[src/rtl/tdm_demux_1to8.sv]
// ---------------------------------------------------------------------------
// tdm_demux_1to8
//
// Receive-side time-division demultiplexer. A single multiplexed stream of
// WIDTH-bit beats is split into eight channel slots. In auto mode a slot
// counter, aligned by a frame-sync marker, fills a shadow buffer and the
// whole frame is moved to the parallel output Q once slot 7 arrives. In
// direct mode the caller's S picks the channel for each beat.
//
// Ports
//   clk         : rising-edge clock
//   rst_n       : asynchronous active-low reset
//   Din         : multiplexed data beat (WIDTH bits)
//   in_valid    : Din carries a beat this cycle
//   sync        : current valid beat is slot 0 (ignored without in_valid)
//   mode        : 0 = auto (slot counter), 1 = direct (S selects channel)
//   S           : channel select for direct mode
//   Q           : eight channel registers, channel i at Q[i*WIDTH +: WIDTH]
//   frame_valid : one-cycle pulse when Q holds a freshly completed frame
//   sync_err    : one-cycle pulse when sync arrived on a nonzero slot
//   slot        : slot index of the next expected beat
//   locked      : high while the auto-mode FSM is in RUN
// ---------------------------------------------------------------------------
module tdm_demux_1to8 #(
   parameter int WIDTH = 1
) (
   input  logic                 clk,
   input  logic                 rst_n,
   input  logic [WIDTH-1:0]     Din,
   input  logic                 in_valid,
   input  logic                 sync,
   input  logic                 mode,
   input  logic [2:0]           S,
   output logic [8*WIDTH-1:0]   Q,
   output logic                 frame_valid,
   output logic                 sync_err,
   output logic [2:0]           slot,
   output logic                 locked
);

   typedef enum logic {
      IDLE = 1'b0,
      RUN  = 1'b1
   } state_t;

   localparam logic [2:0] LAST_SLOT = 3'd7;

   state_t               r_state;
   state_t               w_stateNext;

   logic [2:0]           r_slot;
   logic [WIDTH-1:0]     r_shadow [0:6];
   logic [8*WIDTH-1:0]   r_q;
   logic                 r_frameValid;
   logic                 r_syncErr;
   logic                 r_locked;

   logic                 w_shadowWe;
   logic [2:0]           w_shadowIdx;
   logic                 w_loadFrame;
   logic                 w_directWe;
   logic                 w_syncErrNext;
   logic [2:0]           w_slotNext;

   // State register. Reset drops the FSM back to IDLE so a fresh sync is
   // needed before any data is accepted again.
   always_ff @(posedge clk or negedge rst_n) begin
      if (!rst_n) begin
         r_state <= IDLE;
      end else begin
         r_state <= w_stateNext;
      end
   end

   // Next-state logic. Direct mode parks the FSM in IDLE every cycle, which
   // is what makes a return to auto mode wait for the next sync marker.
   always_comb begin
      w_stateNext = r_state;
      if (mode) begin
         w_stateNext = IDLE;
      end else begin
         case (r_state)
            IDLE: begin
               if (in_valid && sync) begin
                  w_stateNext = RUN;
               end
            end
            RUN: begin
               w_stateNext = RUN;
            end
            default: begin
               w_stateNext = IDLE;
            end
         endcase
      end
   end

   // Output/control decode. Works out, for the beat on the inputs, where it
   // goes (shadow slot, whole-frame load, or direct channel write), what the
   // slot counter does next, and whether a misplaced sync must be flagged.
   // A sync on slot 0 while running is the normal case and simply restarts
   // at slot 1; a sync anywhere else throws away the partial frame and
   // treats this beat as the new slot 0. The slot-7 beat never lands in the
   // shadow buffer: it goes straight into Q together with slots 0..6.
   always_comb begin
      w_shadowWe    = 1'b0;
      w_shadowIdx   = r_slot;
      w_loadFrame   = 1'b0;
      w_directWe    = 1'b0;
      w_syncErrNext = 1'b0;
      w_slotNext    = r_slot;

      if (mode) begin
         w_directWe = in_valid;
         w_slotNext = 3'd0;
      end else if (in_valid) begin
         case (r_state)
            IDLE: begin
               if (sync) begin
                  w_shadowWe  = 1'b1;
                  w_shadowIdx = 3'd0;
                  w_slotNext  = 3'd1;
               end
            end
            RUN: begin
               if (sync && (r_slot != 3'd0)) begin
                  w_syncErrNext = 1'b1;
                  w_shadowWe    = 1'b1;
                  w_shadowIdx   = 3'd0;
                  w_slotNext    = 3'd1;
               end else if (r_slot == LAST_SLOT) begin
                  w_loadFrame = 1'b1;
                  w_slotNext  = 3'd0;
               end else begin
                  w_shadowWe  = 1'b1;
                  w_shadowIdx = r_slot;
                  w_slotNext  = r_slot + 3'd1;
               end
            end
            default: begin
               w_slotNext = 3'd0;
            end
         endcase
      end
   end

   // Slot counter and status flags. Everything visible outside is taken from
   // a flop so there is no combinational path from inputs to outputs; locked
   // follows the FSM's next state so it changes on the same edge as the beat.
   always_ff @(posedge clk or negedge rst_n) begin
      if (!rst_n) begin
         r_slot       <= 3'd0;
         r_frameValid <= 1'b0;
         r_syncErr    <= 1'b0;
         r_locked     <= 1'b0;
      end else begin
         r_slot       <= w_slotNext;
         r_frameValid <= w_loadFrame;
         r_syncErr    <= w_syncErrNext;
         r_locked     <= (w_stateNext == RUN);
      end
   end

   // Shadow buffer for slots 0..6 of the frame being assembled. Entries are
   // only meaningful once their slot has been written in the current frame,
   // so stale contents after a resync are harmless.
   always_ff @(posedge clk or negedge rst_n) begin
      if (!rst_n) begin
         for (int i = 0; i < 7; i++) begin
            r_shadow[i] <= '0;
         end
      end else begin
         for (int i = 0; i < 7; i++) begin
            if (w_shadowWe && (w_shadowIdx == 3'(i))) begin
               r_shadow[i] <= Din;
            end
         end
      end
   end

   // Channel registers. A completed auto frame replaces all eight channels
   // at once; a direct-mode beat touches only the channel chosen by S. The
   // two cases are mutually exclusive because they depend on opposite modes.
   always_ff @(posedge clk or negedge rst_n) begin
      if (!rst_n) begin
         r_q <= '0;
      end else if (w_loadFrame) begin
         for (int i = 0; i < 7; i++) begin
            r_q[i*WIDTH +: WIDTH] <= r_shadow[i];
         end
         r_q[7*WIDTH +: WIDTH] <= Din;
      end else if (w_directWe) begin
         for (int i = 0; i < 8; i++) begin
            if (S == 3'(i)) begin
               r_q[i*WIDTH +: WIDTH] <= Din;
            end
         end
      end
   end

   assign Q           = r_q;
   assign frame_valid = r_frameValid;
   assign sync_err    = r_syncErr;
   assign slot        = r_slot;
   assign locked      = r_locked;

endmodule

[config.mk]
export PLATFORM = sky130hd
export DESIGN_NAME = tdm_demux_1to8
export DESIGN_NICKNAME = d
export VERILOG_FILES = /design/src/rtl/tdm_demux_1to8.sv
export SDC_FILE = /design/constraint.sdc
export NUM_CORES = 1
export LEC_CHECK = 0
export BUFFER_PORTS_ARGS = -buffer_cell sky130_fd_sc_hd__buf_2
export CAP_MARGIN = 10
export CELL_PAD_IN_SITES_DETAIL_PLACEMENT = 1
export CELL_PAD_IN_SITES_GLOBAL_PLACEMENT = 1
export CORE_ASPECT_RATIO = 1.5
export CORE_MARGIN = 4
export CORE_UTILIZATION = 25
export CTS_BUF_LIST = sky130_fd_sc_hd__clkbuf_4 sky130_fd_sc_hd__clkbuf_8
export CTS_CLUSTER_SIZE = 16
export DETAILED_ROUTE_END_ITERATION = 6
export GPL_TIMING_DRIVEN = 0
export PLACE_DENSITY_LB_ADDON = 0.12
export SYNTH_ARGS = -nofsm -noshare
export SYNTH_HDL_FRONTEND = slang
export SYNTH_SLANG_ARGS = --single-unit
[constraint.sdc]
create_clock -name clk -period 2.7 [get_ports clk]
set_clock_uncertainty 0.1 [all_clocks]
set_input_delay 0.135 -clock clk [delete_from_list [all_inputs] [get_ports clk]]
set_output_delay 0.135 -clock clk [all_outputs]
set_load 0.01 [all_outputs]
==> results.toml <==
[routing]
via_count = 886
totalWireLength_mm = 2.86
drc_errors = 0
first_pass_iters = 2
avgViaCountPerCell = 5.15
antenna_left = 0
drt_iter0_drc = 23
wl_per_cell_um = 16.6

[setup_path]
required_ns = 2.74
worst_setup_path_start_kind = "register"
cp_top_family = "simple AND/OR/NAND/NOR gates"
crit_buf_inv = 0
crit_top_cell = "ha_1"
cp_max_fo = 8
worst-setup-path-type = "register to register"
crit_path_end_kind = "register"
cp.arrival_ns = 2.15
crit_chain = "ha_1 -> ha_1 -> nand4bb_4 -> nor3b_2 -> nand3_1 -> mux2_1"
slowest_delay_ns = 0.48
slowest_stage = "dfrtp_1"

[timing]
finalSetupTns_ns = 0
slew_headroom_pct = 66.9
hold_viol = 0
period_needed_ns = 2.10
setup_viol = 0
period_share_pct = 77.9
clock.fmax_ghz = 0.476
tightest_slew_ns = 0.496
rsz0062_at_grt = "false"
final_max_slew_viol_count = 0

[synth]
syn_nets = 112
synthTopCellsByArea = "dfrtp_1 47%, mux2_1 7.0%, o211ai_1 4.7%"
yosysWarningCount = 0
synth.avg_cell_area_um2 = 11.2
synth_top_area_share_pct = 46.9
syn_area_um2 = 1120
synthCells = 100
synth_seq_cells = 21
seq_area_frac_synth_pct = 46.9
synth_cell_types = 33
yosysTopAreaCell = "dfrtp_1"

[clock_tree]
cts.htree.levels = 1
tritoncts.num_buffers = 3
cts_tree = "yes"
holdBufCountCts = 1
cts_root_buf = "clkbuf_8"
cts.clk_slew.worst_paths_ns = 0.08
post-cts-setup-buffers = 0
ctsResizeCount = 0
cts_buffer_depth = 2
clock_latency_ns = 0.26
cts.sinks = 21

[floorplanning]
coreArea_um2 = 4280
initial_core_util_pct = 26.2
fp-row-count = 29
die_h_um = 90.0
die_width_um = 62.6
die-area_um2 = 5640
ios = 23

[pwr]
p_clk_share_pct = 28.6
swShare_pct = 27.9
p_int_mw = 0.521
p_seq_share_pct = 50.7
p_sw_mw = 0.201
powerDensity_nw_per_um2 = 540
power_frac_comb_pct = 20.7
total_power_mw = 0.723
leakagePower_nw = 0.622
ir_drop_mv = 0.179

[final_layout]
drive_gt1_share_pct = 29.4
final_net_count = 139
final_cell_mix = "22 x buf_2, 21 x dfrtp_1, 8 x o21ai_0"
final_common_cell = "buf_2"
final_cells = 172
num_antenna_cells = 0
syn2layout_area_growth_pct = 19.6

[place]
dp.cells = 167
port_buffers = 21
place.gp.congestion = 0.725
dp_hpwl_mm = 2.18

[job]
maxCapViolations = 0

[grt]
gr-total-overflow = 0
grt_pass1_vias = 968
grt_max_degree = 22
track_usage_pct = 11.0
antenna_found_initial = 0
grt_pass1_wl_mm = 4.86

[run_status]
outcome = "complete, no violations"

[hold_path]
hold_path.class = "input pin to register"
registers in the layout, indices dropped and copies added (netlist names):
| signal | cells |
|---|---|
| locked | 1 |
| slot | 3 |
| r_shadow | 7 |
| Q | 8 |
| sync_err | 1 |
| frame_valid | 1 |
cells by family after synthesis:
group                    count (synthesis)  share of synthesized area (%)
adder cells (fa/ha/maj)                  3                           3.35
AO/OA/AOI/OAI                           31                           19.4
flip-flops                              21                           46.9
buffers and inverters                   10                           4.80
AND/OR/NAND/NOR                         27                           17.1
multiplexers                             8                           8.38
per-stage QoR:
step                      area, µm²  hold slack (ns)  utilization, %  worst slack [ns]
after floorplan                1120           -0.261               -             0.752
after global placement         1280           0.0279            30.0             0.616
after detailed placement       1280           0.0408            30.0             0.596
after CTS                      1340            0.145            31.3             0.579
after global routing           1340            0.182            31.3             0.433
final                          1340            0.147            31.3             0.598
routing by layer:
layer	share of wire, %	track usage [%]	vias up
li1	-	-	423
met1	41	12.7	436
met2	53	19.1	21
met3	3.7	1.75	6
met4	2.7	5.89	0
met5	0	0	-
Yosys cell counts:
master	instances
dfrtp_1	21
o21ai_0	8
mux2_1	7
o211ai_1	7
o21a_1	7
nand3_1	6
inv_1	5
nand2_1	5
a21oi_1	3
ha_1	3
nand4_1	3
buf_4	2
nand4b_1	2
nor2b_1	2
a211o_1	1
a211oi_1	1
and4b_2	1
buf_1	1
buf_2	1
buf_6	1
mux2_4	1
nand2_2	1
nand2b_1	1
nand4bb_1	1
nand4bb_4	1
nor2_1	1
nor3_1	1
nor3_2	1
nor3b_2	1
o2111a_1	1
o21ai_1	1
o21ai_2	1
o41ai_2	1
layout make-up:
type,instances,area (µm²)
Buffer,5,35.0
Clock buffer,3,41.3
Clock inverter,1,5.00
Fill cell,510,2940
Inverter,5,18.8
Multi-Input combinational cell,69,541
Sequential cell,21,526
Tap cell,46,57.6
Timing Repair Buffer,22,115
power by group through the flow:
stage	sequential, mW	combinational (mW)	clock (mW)
floorplan	0.385	0.0763	0
global placement	0.373	0.149	0
detailed placement	0.374	0.151	0
CTS	0.368	0.153	0.222
global route	0.374	0.170	0.235
finish	0.366	0.149	0.207
worst reg2reg max path: cells and delay by family, from the launching register on:
family                   cells  cell delay [ns]
flip-flops                   1             0.48
adder cells (fa/ha/maj)      2             0.45
multiplexers                 1             0.33
AND/OR/NAND/NOR              3             0.62
final timing paths:
| path | startpoint | end | slack, ns | depth (start not counted) |
|---|---|---|---|---|
| setup / recovery | slot[0] | r_shadow[0] | 0.60 | 6 |
| hold / removal | sync | locked | 0.15 | 3 |
| setup reg to reg | slot[0] | r_shadow[0] | 0.60 | 6 |
| hold reg to reg | Q[7] | Q[7] | 0.39 | 1 |
| max in group asynchronous | rst_n | Q[6] | 1.90 | 2 |
| min in group asynchronous | rst_n | Q[7] | 0.27 | 2 |
Note: power is estimated with default switching activity, not from simulation.
